==> src/rtl/fp_exec_pipe_ctrl.sv <==
// rtl/fp_exec_pipe_ctrl.sv - per-lane FP execution pipeline control with multicycle unit arbitration
//
// Ports:
//   clk, rst_n                  clock, synchronous active-low reset
//   stall, clear                back-end hold / invalidate-all
//   in_valid/in_reg_valid/in_multi/in_ptr/in_tag   per-lane issue into stage 0
//   flush_req/flush_all/flush_head/flush_tail      selective flush of pointer range [head, tail)
//   mc_done                     per-lane multicycle result ready (level)
//   mc_start/mc_busy            per-lane multicycle start pulse / reservation
//   out_*                       final-stage op per lane
//   replay_*                    stage-1 op whose operands were not ready
module fp_exec_pipe_ctrl #(
    parameter int LANES = 2,
    parameter int DEPTH = 3,
    parameter int PTR_W = 6,
    parameter int TAG_W = 32
) (
    input  logic                     clk,
    input  logic                     rst_n,
    input  logic                     stall,
    input  logic                     clear,
    input  logic [LANES-1:0]         in_valid,
    input  logic [LANES-1:0]         in_reg_valid,
    input  logic [LANES-1:0]         in_multi,
    input  logic [LANES*PTR_W-1:0]   in_ptr,
    input  logic [LANES*TAG_W-1:0]   in_tag,
    input  logic                     flush_req,
    input  logic                     flush_all,
    input  logic [PTR_W-1:0]         flush_head,
    input  logic [PTR_W-1:0]         flush_tail,
    input  logic [LANES-1:0]         mc_done,
    output logic [LANES-1:0]         mc_start,
    output logic [LANES-1:0]         mc_busy,
    output logic [LANES-1:0]         out_valid,
    output logic [LANES-1:0]         out_reg_valid,
    output logic [LANES*PTR_W-1:0]   out_ptr,
    output logic [LANES*TAG_W-1:0]   out_tag,
    output logic [LANES-1:0]         replay_valid,
    output logic [LANES*PTR_W-1:0]   replay_ptr,
    output logic [LANES*TAG_W-1:0]   replay_tag
);

    localparam int LAST = DEPTH - 1;
    localparam int RP   = (DEPTH > 1) ? 1 : 0;

    typedef enum logic [1:0] {IDLE, BUSY, DONE, DRAIN} mc_state_t;

    // Range [head, tail) wraps when head > tail; head == tail is an empty range.
    function automatic logic flushed(input logic [PTR_W-1:0] p);
        if (!flush_req) return 1'b0;
        if (flush_all) return 1'b1;
        if (flush_head <= flush_tail) return (p >= flush_head) && (p < flush_tail);
        return (p >= flush_head) || (p < flush_tail);
    endfunction

    for (genvar l = 0; l < LANES; l++) begin : g_lane
        logic [DEPTH-1:0] sv, srv, smu;
        logic [PTR_W-1:0] sp [DEPTH];
        logic [TAG_W-1:0] st [DEPTH];
        logic [PTR_W-1:0] lptr, owner;
        logic [TAG_W-1:0] ltag;
        mc_state_t        state, state_nx;
        logic             in_acc, start, s0_rv, release_op, owner_kill;

        assign lptr = in_ptr[l*PTR_W +: PTR_W];
        assign ltag = in_tag[l*TAG_W +: TAG_W];

        always_comb begin
            in_acc     = in_valid[l] && !stall && !clear && !flushed(lptr);
            start      = rst_n && in_acc && in_multi[l] && in_reg_valid[l] && (state == IDLE);
            release_op = out_valid[l] && smu[LAST] && srv[LAST] && (sp[LAST] == owner);
            owner_kill = clear || flushed(owner);
            // Multi ops only carry a valid result when the unit has finished
            // for exactly this pointer; everything else is sent round for replay.
            if (!in_multi[l])
                s0_rv = in_reg_valid[l];
            else if ((state == DONE) && (lptr == owner))
                s0_rv = in_reg_valid[l];
            else
                s0_rv = 1'b0;

            state_nx = state;
            case (state)
                IDLE:  if (start) state_nx = BUSY;
                BUSY: begin
                    if (owner_kill)      state_nx = mc_done[l] ? IDLE : DRAIN;
                    else if (mc_done[l]) state_nx = DONE;
                end
                DONE:  if (owner_kill || release_op) state_nx = IDLE;
                DRAIN: if (mc_done[l]) state_nx = IDLE;
                default: state_nx = IDLE;
            endcase
        end

        always_ff @(posedge clk) begin
            if (!rst_n) begin
                state <= IDLE;
                owner <= '0;
            end else begin
                state <= state_nx;
                if (start) owner <= lptr;
            end
        end

        always_ff @(posedge clk) begin
            if (!rst_n) begin
                sv  <= '0;
                srv <= '0;
                smu <= '0;
                for (int k = 0; k < DEPTH; k++) begin
                    sp[k] <= '0;
                    st[k] <= '0;
                end
            end else if (clear) begin
                sv  <= '0;
                srv <= '0;
            end else if (!stall) begin
                sv[0]  <= in_valid[l] && !flushed(lptr);
                srv[0] <= s0_rv;
                smu[0] <= in_multi[l];
                sp[0]  <= lptr;
                st[0]  <= ltag;
                for (int k = 1; k < DEPTH; k++) begin
                    sv[k]  <= sv[k-1] && !flushed(sp[k-1]);
                    srv[k] <= srv[k-1];
                    smu[k] <= smu[k-1];
                    sp[k]  <= sp[k-1];
                    st[k]  <= st[k-1];
                end
            end
        end

        assign mc_start[l]                   = start;
        assign mc_busy[l]                    = (state != IDLE);
        assign out_valid[l]                  = sv[LAST] && !stall && !clear && !flushed(sp[LAST]);
        assign out_reg_valid[l]              = srv[LAST];
        assign out_ptr[l*PTR_W +: PTR_W]     = sp[LAST];
        assign out_tag[l*TAG_W +: TAG_W]     = st[LAST];
        assign replay_valid[l]               = sv[RP] && !srv[RP] && !stall && !clear && !flushed(sp[RP]);
        assign replay_ptr[l*PTR_W +: PTR_W]  = sp[RP];
        assign replay_tag[l*TAG_W +: TAG_W]  = st[RP];
    end

endmodule

==> config.mk <==
export PLATFORM = sky130hd
export DESIGN_NAME = fp_exec_pipe_ctrl
export DESIGN_NICKNAME = d
export VERILOG_FILES = /design/src/rtl/fp_exec_pipe_ctrl.sv
export SDC_FILE = /design/constraint.sdc
export NUM_CORES = 1
export LEC_CHECK = 0
export CORE_AREA = 10 10 172 174
export CTS_CLUSTER_DIAMETER = 120
export DETAILED_ROUTE_END_ITERATION = 10
export DIE_AREA = 0 0 182 184
export PLACE_DENSITY = 0.84
export SYNTH_ARGS = -nofsm -noshare
export SYNTH_HDL_FRONTEND = slang
export SYNTH_SLANG_ARGS = --single-unit
==> constraint.sdc <==
create_clock -name clk -period 14.36 [get_ports clk]
set_input_delay 2.872 -clock clk [delete_from_list [all_inputs] [get_ports clk]]
set_output_delay 2.872 -clock clk [all_outputs]
set_load 0.05 [all_outputs]
**After elaboration in Yosys (flattened, before gate mapping)**

Memories as Yosys holds them, arrays and structs flattened.
Index checks and enable logic that the tools add are counted.

- Bits in registers: 34
- Memory bits (writable): 228
- Output and inout port bits: 162
- Word-level logic and storage cells: 283
- Memories kept: 4

Memories:

| name | depth | bits a word | rd ports | clocked after memory_dff | wr ports | RTL line | RTL |
|---|---|---|---|---|---|---|---|
| g_lane[0].st | 3 | 32 | 3 | 0 | 3 | 59 | `logic [TAG_W-1:0] st [DEPTH];` |
| g_lane[1].st | 3 | 32 | 3 | 0 | 3 | 59 |  |
| g_lane[0].sp | 3 | 6 | 3 | 0 | 3 | 58 | `logic [PTR_W-1:0] sp [DEPTH];` |
| g_lane[1].sp | 3 | 6 | 3 | 0 | 3 | 58 |  |

- Magnitude comparators: 21
- Equal/unequal tests: 18
- Muxes and demuxes: 125
- Bitwise logic cells: 15
- Reduce and logical (&&, ||, !) cells: 90

Operators by type and width:

| operator | count |
|---|---|
| 32-bit 2-to-1 mux | 6 |
| 1-bit 2-to-1 mux | 99 |
| 6-bit >= comparator | 10 |
| 6-bit < comparator | 10 |
| 1-bit logical AND | 52 |
| 6-bit 2-to-1 mux | 6 |
| 6-bit == test | 4 |
| 2-bit 2-to-1 mux | 12 |
| 1-bit zero test | 16 |
| 2-bit one-hot mux with 4 select lines | 2 |
| 1-bit logical OR | 14 |
| 1-bit bitwise OR | 12 |
| 2-bit == test (second input constant) | 4 |
| 2-bit inequality test (second input constant) | 4 |
| 4-bit AND reduction | 2 |
| 6-bit <= comparator | 1 |
| 3-bit inequality test (second input constant) | 2 |
| 2-bit by 1-bit == test with 1-bit output (second input constant) | 2 |
| 2-bit zero test | 2 |
| 2-bit by 1-bit inequality test with 1-bit output (second input constant) | 2 |
| 2-bit nonzero test | 2 |
| 1-bit NOT | 3 |
| 2-bit AND reduction | 1 |
| 2-bit OR reduction | 1 |

**Depth between registers and ports, before layout**

Gate-level depths: netlist (run 1).

- Depth in word-level cells: 21
- Gate-level depth with buffers: 10
- Mapped depth without buffers: 9

**Worst setup path after synthesis (run 1)**

Ideal clock, no wire load.

- Path kind: input to register
- From: input port rst_n
- To: memory g_lane[0].sp[0][0], enable pin
- Library setup time: 1785 ps
- Arrival time: 7405 ps
- Data required time: 12575 ps
- Slack: 5170 ps
- Cell stages on the path: 4
- Path buffers: 3
- Cells stage by stage: clkbuf_1 clkbuf_1 clkbuf_1 nand2_1

RTL lines:

| item | RTL line | RTL |
|---|---|---|
| from (decl) | 19 | `input logic rst_n,` |
| to (decl) | 58 |  |

**Final worst setup path (run 1)**

- From: input port flush_head[0]
- To: output port mc_start[1]

- Word-level cells in the longest chain between the ends: 13
- Elaborated cells between the ends (all ways): 17
- Classes of those cells: 2 x order compare; 7 x mux; 8 x reduce/logical

RTL lines:

| item | RTL line | RTL |
|---|---|---|
| from (decl) | 29 | `input logic [PTR_W-1:0] flush_head,` |
| 6-bit <= comparator | 52 | `if (flush_head <= flush_tail) return (p >= flush_head) && (p < flush_tail);` |
| 1-bit 2-to-1 mux (2 in a row) | 52 |  |
| 1-bit 2-to-1 mux | 51 | `if (flush_all) return 1'b1;` |
| 1-bit 2-to-1 mux * | 53 | `return (p >= flush_head) \|\| (p < flush_tail);` |
| 1-bit 2-to-1 mux * | 52 |  |
| 1-bit 2-to-1 mux * | 51 |  |
| 1-bit zero test * | 69 | `in_acc = in_valid[l] && !stall && !clear && !flushed(lptr);` |
| 1-bit logical AND * | 69 |  |
| 1-bit logical AND * (4 in a row) | 70 | `start = rst_n && in_acc && in_multi[l] && in_reg_valid[l] && (state == IDLE);` |
| to (decl) | 32 | `output logic [LANES-1:0] mc_start,` |

Every way passes the cells marked *; elsewhere a longest branch is shown, timed or not. The select of a mux whose other input is x is not followed.

==> results of run 1 <==
[state kept, by name, summed over array words and instances, names as in the netlist]
register / flops
g_lane.state: 4
g_lane.smu: 6
g_lane.srv: 6
g_lane.st: 192
g_lane.sv: 6
g_lane.owner: 12
g_lane.sp: 36
[power breakdown]
group,total [W],internal (W),switching [W]
Clock,0.000719,0.000410,0.000309
Combinational,0.000310,0.000111,0.000200
Sequential,0.000898,0.000876,0.0000222
[metal layers]
metal | vias up | share of wire, %
met5 | - | 0
met4 | 0 | 3.6
met3 | 88 | 7.7
met2 | 365 | 48
met1 | 4504 | 41
li1 | 4418 | -
[metrics by stage]
step / util [%] / setup WS, ps / hold slack (ps)
floorplan: - / 5170 / 441
global placement: 61.0 / 4900 / 445
detailed placement: 61.0 / 4850 / 457
CTS: 64.6 / 4840 / 465
global route: 64.6 / 4690 / 505
finish: 64.6 / 4840 / 461
[worst max-delay path by stage]
stage / end / slack (ps) / cells after the start
floorplan: g_lane[0].sp[0][0]$_SDFFCE_PN0P_ / 5170 / 4
global placement: mc_start[1] / 4900 / 9
detailed placement: mc_start[1] / 4850 / 9
CTS: mc_start[1] / 4840 / 9
global route: mc_start[1] / 4690 / 9
finish: mc_start[1] / 4840 / 9
[cell type report]
cell class                 count  area share (%)
antenna                        1          0.0150
tap                          335            2.51
inverter                      31           0.696
sequential                   262            45.0
clock inverter                17            1.08
clock buffer                  35            4.47
multi-input combinational    692            30.1
timing repair buffer         271            16.1
[cells in the final DEF, fill, tap and decap left out, types with 7 or more instances in the layout]
cell             netlist  routed
edfxtp_1             228     228
dfxtp_1               34      34
a21o_1                10      10
a21oi_1               34      34
and3_1               224     224
nand2b_1              14      14
clkdlybuf4s50_1        0     262
a31oi_1                9       9
o21ai_0               29      29
buf_4                156       8
or2b_1                 7       7
mux2i_1               17      17
nor2b_1               11      11
nor2_1                37      36
xor2_1                 9       9
nand3_1               20      20
clkbuf_16              0      28
inv_1                 31      31
o21a_1                12      12
xnor2_1               14      14
nand2_1               55      54
ha_1                 116     116
a211oi_1               8       8
[cell families after synthesis]
logic type,after synthesis
compound gates,142
flops,262
fa+ha+maj,117
buf+inv,249
simple gates,392
mux,18
xor+xnor,23
[worst reg2reg max path, stage by stage, from the launching register on]
cell	delay, ps
edfxtp_1	470
inv_1	100
ha_1	230
nand2b_1	140
a2111oi_0	390
o31ai_1	170
a211oi_1	360
a211o_1	230
nor3_1	60
or3_1	390
==> impl_metrics.toml, run 1 <==
[outcome]
status = "finished, final reports clean"

[sta]
rsz0062_at_grt = "no"
setup_tns_ps = 0
max-slew-margin-rel_pct = 25.3
skew_ps = 9.22
fmax_mhz = 105
final_hold_viol_count = 0
finalSetupViolCount = 0
worstMarginPinSlew_ps = 1120
period_minus_slack_ps = 9520
drv_slew = 0
fin_crit_sh_pct = 66.3

[floorplan]
start_util_pct = 54.4
fp-row-count = 59
die_x_um = 182
io-pin-count = 264
die_h_um = 184
core_area_um2 = 25900
die_area_um2 = 33500

[detailed_routing]
drt_iter0_drc = 751
route.vias.total = 9375
final_antenna_net_count = 0
via_per_inst = 5.70
wire_per_inst_um = 21.2
wl_um = 34900
drcViolationCount = 0
drt_first_pass_iters = 5

[power]
power_density_nw_per_um2 = 115
peakVddDrop_mv = 0.114
p_total_w = 0.00193
p_leak_nw = 7.30

[cts]
h-tree-depth = 1
post_cts_buffers = 0
cts_resized = 0
cts_buffer_depth = 3
clock_latency_ps = 550
cts_tree = "built"
cts-root-buf = "clkbuf_16"
cts_hold_buf = 0
cts.sinks = 262
worst_setup_hold_path_clk_slew_ps = 60
numCtsBuffers = 28

[cells_and_area]
ff_latch_area_um2 = 7530
final-instance-count-excl-fill = 1644
multiInputGateArea_um2 = 5040
finalInstanceArea_um2 = 16700
drive_gt1_share_pct = 4.89
nets = 1504
syn2layout_area_growth_pct = 18.7
n_fill_cell = 1919

[logic_synthesis]
muxShareOfSynthArea_pct = 1.29
synth-xor-area-share_pct = 1.43
synth_top_area_share_pct = 48.6
synth_top_family_by_area = "simple AND/OR/NAND/NOR gates"
ys_types = 57
async_flop_share_pct = 0
synthTopCellsByArea = "edfxtp_1 49%, ha_1 10%, and3_1 9.9%"
synth_commonest_cells = "228 x edfxtp_1, 224 x and3_1, 156 x buf_4, 116 x ha_1, 58 x clkbuf_1"
synth_compound_area_share_pct = 6.83
synth_most_common_cell = "edfxtp_1"
yosys_most_used_dff = "edfxtp_1"
ys_warn_count = 0
ys_seq_area_share_pct = 53.4
syn_inst = 1203
ys_ff_latch = 262
syn_area_um2 = 14100
synth_nets = 1421
synth_area_per_cell_um2 = 11.7
synth-edff-count = 228
synth_fa_ha_area_share_pct = 10.4
synth_top_area_cell = "edfxtp_1"
synth-simple-area-share_pct = 15.7

[critical_path]
required_ps = 11490
rr_worst_depth = 9
crit_path_start_kind = "primary input"
rrSetupSlack_ps = 11720
cp-end-kind = "output pin"
r2r_end = "g_lane[1].state[1]$_SDFFE_PN0P_"
path_delay_family = "buffers and inverters"
cpMostUsedCell = "clkdlybuf4s50_1"
arrival_ps = 6650
path_cells = "clkdlybuf4s50_1 -> ha_1 -> nand2b_1 -> a2111o_1 -> a311oi_2 -> o21ai_0 -> a211oi_1 -> o211a_1 -> clkdlybuf4s50_1"
crit_path_start = "flush_head[0]"
crit_slowest_cell = "clkdlybuf4s50_1"
critical_path.max_fanout = 11
cp_slowest_stage_delay_ps = 900
crit_type = "primary input to output pin"
crit_buf_inv = 2
reg2reg_from = "g_lane[1].sp[0][12]$_SDFFCE_PN0P_"

[grt]
antenna_found_initial = 1
grt-busiest-layer = "met2"
grt_pass1_vias = 9182
use_met2_pct = 32.4
grt_max_degree = 138
use_met1_pct = 24.5
grt_pass1_wl_um = 52500
use_met3_pct = 4.45
overflow = 0
grt_usage_pct = 19.6

[worst_hold_path]
hold_depth = 2
hold_class = "register to register"
min_to = "g_lane[0].smu[0]$_SDFFE_PN0P_"
hp-start = "g_lane[0].smu[0]$_SDFFE_PN0P_"

[placement]
place_inst = 1591
port_buffers = 263
place_congestion = 0.910
dp_hpwl_um = 24700
dpl-instance-area_um2 = 15800

[flow_run]
max_cap_viol_count = 0
Note: power is estimated with default switching activity, not from simulation.
==> run 2, diff against run 1 <==
Settings changed: CORE_AREA 10 10 172 174 to 10 10 183 185, DIE_AREA 0 0 182 184 to 0 0 193 195, PLACE_DENSITY 0.84 to 0.78.
Clock period 14.36 ns to 8.64 ns, I/O delays scaled along.
==> impl_metrics.toml, run 2 (same netlist as run 1, synthesis figures left out) <==
[detailed_routing]
final_antenna_net_count = 0
drt_first_pass_iters = 5
drt_iter0_drc = 549
wl_um = 35300
route.vias.total = 9308
via_per_inst = 5.46
wire_per_inst_um = 20.7
drcViolationCount = 0

[critical_path]
rr_worst_depth = 9
path_delay_family = "buffers and inverters"
crit_path_start = "flush_head[0]"
arrival_ps = 5560
cp-end-kind = "output pin"
crit_path_start_kind = "primary input"
required_ps = 6910
crit_buf_inv = 2
rrSetupSlack_ps = 5960
cpMostUsedCell = "clkdlybuf4s50_1"
r2r_end = "g_lane[1].state[1]$_SDFFE_PN0P_"
path_cells = "clkdlybuf4s50_1 -> ha_1 -> nand2b_1 -> a2111o_1 -> a311oi_2 -> o21ai_0 -> a211oi_1 -> o211a_1 -> clkdlybuf4s50_1"
reg2reg_from = "g_lane[1].sp[0][12]$_SDFFCE_PN0P_"
crit_slowest_cell = "clkdlybuf4s50_1"
crit_type = "primary input to output pin"
critical_path.max_fanout = 11
cp_slowest_stage_delay_ps = 900

[sta]
max-slew-margin-rel_pct = 29.1
fmax_mhz = 137
skew_ps = 6.65
drv_slew = 0
final_hold_viol_count = 0
period_minus_slack_ps = 7290
rsz0062_at_grt = "no"
setup_tns_ps = 0
worstMarginPinSlew_ps = 1060
finalSetupViolCount = 0
fin_crit_sh_pct = 84.3

[cells_and_area]
syn2layout_area_growth_pct = 18.9
largest-register = "g_lane.st"
largest_reg_flops = 192
reg_top3 = "g_lane.st x192, g_lane.sp x36, g_lane.owner x12"
n_fill_cell = 2498
drive_gt1_share_pct = 4.66
n_antenna_cell = 0
utilization_pct = 55.8
nets = 1505
mostFrequentLayoutCells = "262 x clkdlybuf4s50_1, 228 x edfxtp_1, 224 x and3_1, 116 x ha_1, 54 x nand2_1"
mostFrequentLayoutCell = "clkdlybuf4s50_1"

[grt]
grt_pass1_vias = 9080
grt_max_degree = 144
grt_usage_pct = 17.7
grt_pass1_wl_um = 53000
overflow = 0
antenna_found_initial = 1

[cts]
clock_latency_ps = 560
cts_buffer_depth = 3
cts-root-buf = "clkbuf_16"
numCtsBuffers = 29
cts.sinks = 262
cts_hold_buf = 0
post_cts_buffers = 0
cts_resized = 0
worst_setup_hold_path_clk_slew_ps = 60
h-tree-depth = 1
cts_tree = "built"

[worst_hold_path]
hp-start = "g_lane[0].smu[1]$_SDFFE_PN0P_"
hold_depth = 2
min_to = "g_lane[0].smu[2]$_SDFFE_PN0P_"
hold_class = "register to register"

[power]
peakVddDrop_mv = 0.146
power_density_nw_per_um2 = 188
p_leak_nw = 7.28

[floorplan]
io-pin-count = 264
die_h_um = 195
start_util_pct = 46.9
fp-row-count = 64
core_area_um2 = 30000
die_x_um = 193
die_area_um2 = 37600

[flow_run]
max_cap_viol_count = 0

[placement]
port_buffers = 263
dp_hpwl_um = 24800
place_congestion = 0.879

[outcome]
status = "finished, final reports clean"
-- run 2: tightest hold or removal path, stage by stage (launching register included) --
cell and delay, ps:
dfxtp_1 310, nand2_1 50, a21boi_0 60
-- run 2: cell type report --
cell class / count / area [um2] / area share (%)
tap: 396 / 495 / 2.96
timing repair buffer: 271 / 2690 / 16.1
inverter: 31 / 116 / 0.694
clock inverter: 20 / 143 / 0.851
sequential: 262 / 7530 / 44.9
multi-input combinational: 692 / 5040 / 30.1
clock buffer: 32 / 737 / 4.40
-- run 2: metrics by stage --
stage	instance area (um2)	hold WS, ps	setup slack, ps	instances	total power [W]
after floorplan	14100	441	594	1203	0.00189
after global placement	15900	453	1440	1652	0.00202
after detailed placement	15900	467	1340	1652	0.00204
after CTS	16800	475	1330	1704	0.00318
after global routing	16800	495	1120	1704	0.00328
final	16800	474	1350	1704	0.00316
-- run 2: where the power goes --
group,switching [W],total (W),internal [W]
Sequential,0.0000373,0.00149,0.00146
Clock,0.000500,0.00115,0.000645
Combinational,0.000333,0.000517,0.000184
Total,0.000870,0.00316,0.00228
-- run 2: metal layers --
layer  vias to the layer above  track usage [%]  routed length (um)
met2                       333             28.9               16600
met1                      4470             22.8               14900
met3                        74             3.49                2540
met5                         -                0                  16
li1                       4429                -                   -
met4                         2             6.53                1280
-- run 2: worst max path at each step --
stage | to | slack [ps] | depth (start not counted)
floorplan | g_lane[0].sp[0][0]$_SDFFCE_PN0P_ | 590 | 4
global placement | mc_start[1] | 1440 | 9
detailed placement | mc_start[1] | 1340 | 9
CTS | mc_start[1] | 1330 | 9
global route | mc_start[1] | 1120 | 9
finish | mc_start[1] | 1350 | 9
==> run 3, diff against run 2 <==
Settings changed: CORE_AREA 10 10 183 185 to 10 10 175 177, DIE_AREA 0 0 193 195 to 0 0 185 187, PLACE_DENSITY 0.78 to 0.82.
Clock period 8.64 ns to 7.3 ns, I/O delays scaled along.
==> impl_metrics.toml, run 3 (same netlist as run 1, synthesis figures left out) <==
[outcome]
status = "finished, final reports clean"

[detailed_routing]
route.vias.total = 9370
drt_first_pass_iters = 5
drcViolationCount = 0
final_antenna_net_count = 0
via_per_inst = 5.65
drt_iter0_drc = 815
wl_um = 34900
wire_per_inst_um = 21.0

[grt]
grt_usage_pct = 19.3
grt_max_degree = 134
grt_pass1_wl_um = 53100
antenna_found_initial = 1
use_met3_pct = 4.41
use_met2_pct = 32.1
overflow = 0
grt_pass1_vias = 9377
use_met1_pct = 23.8
grt-busiest-layer = "met2"

[critical_path]
critical_path.max_fanout = 15
r2r_end = "g_lane[1].state[1]$_SDFFE_PN0P_"
cp-end-kind = "output pin"
required_ps = 5840
crit_path_start_kind = "primary input"
arrival_ps = 5120
rrSetupSlack_ps = 4630
reg2reg_from = "g_lane[1].sp[0][12]$_SDFFCE_PN0P_"
rr_worst_depth = 9
crit_type = "primary input to output pin"

[floorplan]
core_area_um2 = 27300
start_util_pct = 51.6
io-pin-count = 264
die_h_um = 187
fp-row-count = 61
die_x_um = 185
die_area_um2 = 34600

[cells_and_area]
largest_reg_flops = 192
n_fill_cell = 2109
multiInputGateArea_um2 = 5050
ff_latch_area_um2 = 7530
mostFrequentLayoutCell = "clkdlybuf4s50_1"
nets = 1509
syn2layout_area_growth_pct = 18.6
drive_gt1_share_pct = 4.65
mostFrequentLayoutCells = "262 x clkdlybuf4s50_1, 228 x edfxtp_1, 224 x and3_1, 116 x ha_1, 54 x nand2_1"
largest-register = "g_lane.st"
reg_top3 = "g_lane.st x192, g_lane.sp x36, g_lane.owner x12"

[sta]
rsz0062_at_grt = "no"
max-slew-margin-rel_pct = 35.4
fin_crit_sh_pct = 90.2
fmax_mhz = 152
setup_tns_ps = 0
period_minus_slack_ps = 6580
drv_slew = 0
worstMarginPinSlew_ps = 969
finalSetupViolCount = 0
skew_ps = 14.9
final_hold_viol_count = 0

[power]
p_total_w = 0.00372
power_density_nw_per_um2 = 223
peakVddDrop_mv = 0.182
p_leak_nw = 7.27

[cts]
h-tree-depth = 1
numCtsBuffers = 29
post_cts_buffers = 0
clock_latency_ps = 540
cts-root-buf = "clkbuf_16"
cts_buffer_depth = 3
worst_setup_hold_path_clk_slew_ps = 60
cts_resized = 0
cts.sinks = 262
cts_tree = "built"
cts_hold_buf = 0

[worst_hold_path]
hold_class = "register to register"
min_to = "g_lane[0].smu[1]$_SDFFE_PN0P_"
hold_depth = 2
hp-start = "g_lane[0].smu[0]$_SDFFE_PN0P_"

[placement]
dp_hpwl_um = 24400
port_buffers = 263
place_congestion = 0.895

[flow_run]
max_cap_viol_count = 0
-- run 3: cell count changes in the layout (fill, tap and decap cells not counted), sizes merged --
cell,previous run,this run
buf,9,13
clkbuf,32,37
clkinv,16,9
clkinvlp,1,4
diode,0,1
inv,33,32
-- run 3: report_power, final --
group	switching, W	internal (W)	total (W)
Sequential	0.0000430	0.00172	0.00177
Combinational	0.000393	0.000219	0.000612
Clock	0.000579	0.000763	0.00134
Total	0.00102	0.00270	0.00372
-- run 3: how the worst max path moves through the flow --
stage / end / cells after the start / slack (ps) / start
2_1_floorplan: g_lane[0].sp[0][0]$_SDFFCE_PN0P_ / 4 / 1850 / rst_n
3_3_place_gp: mc_start[0] / 10 / 800 / flush_tail[2]
3_5_place_dp: mc_start[0] / 10 / 780 / flush_tail[2]
4_1_cts: mc_start[0] / 10 / 770 / flush_tail[2]
5_1_grt: mc_start[0] / 10 / 560 / flush_tail[2]
6_report: mc_start[0] / 10 / 720 / flush_tail[2]
-- run 3: cell type report --
| class | count | area share (%) |
|---|---|---|
| diodes | 1 | 0.0150 |
| clock buffers | 37 | 4.52 |
| multi-input cells | 692 | 30.2 |
| clock inverters | 15 | 0.629 |
| well taps | 346 | 2.59 |
| repair buffers | 275 | 16.3 |
| inverters | 31 | 0.696 |
| flip-flops and latches | 262 | 45.0 |
-- run 3: per-layer routing --
| metal | vias to the layer above | share of wire, % | wire, um |
|---|---|---|---|
| li1 | 4446 | - | - |
| met1 | 4499 | 42 | 14500 |
| met2 | 352 | 48 | 16600 |
| met3 | 73 | 7.3 | 2550 |
| met4 | 0 | 3.6 | 1260 |
| met5 | - | 0 | 0 |
-- run 3: metrics by stage --
stage               setup WS (ps)  hold WS (ps)  std cells  instance area (um2)  utilization, %
floorplan                    1850           441       1203                14100               -
global placement              803           450       1606                15900            58.0
detailed placement            776           465       1606                15900            58.0
CTS                           766           468       1658                16700            61.2
global route                  562           494       1659                16700            61.2
finish                        716           462       1659                16700            61.2
-- run 3: worst max-delay path: stages --
cell and delay, ps:
clkdlybuf4s50_1 390, inv_1 440, ha_1 340, and4_1 230, o21a_1 140, o31a_2 430, a21oi_1 170, o31a_1 200
o211a_1 420, clkdlybuf4s50_1 900
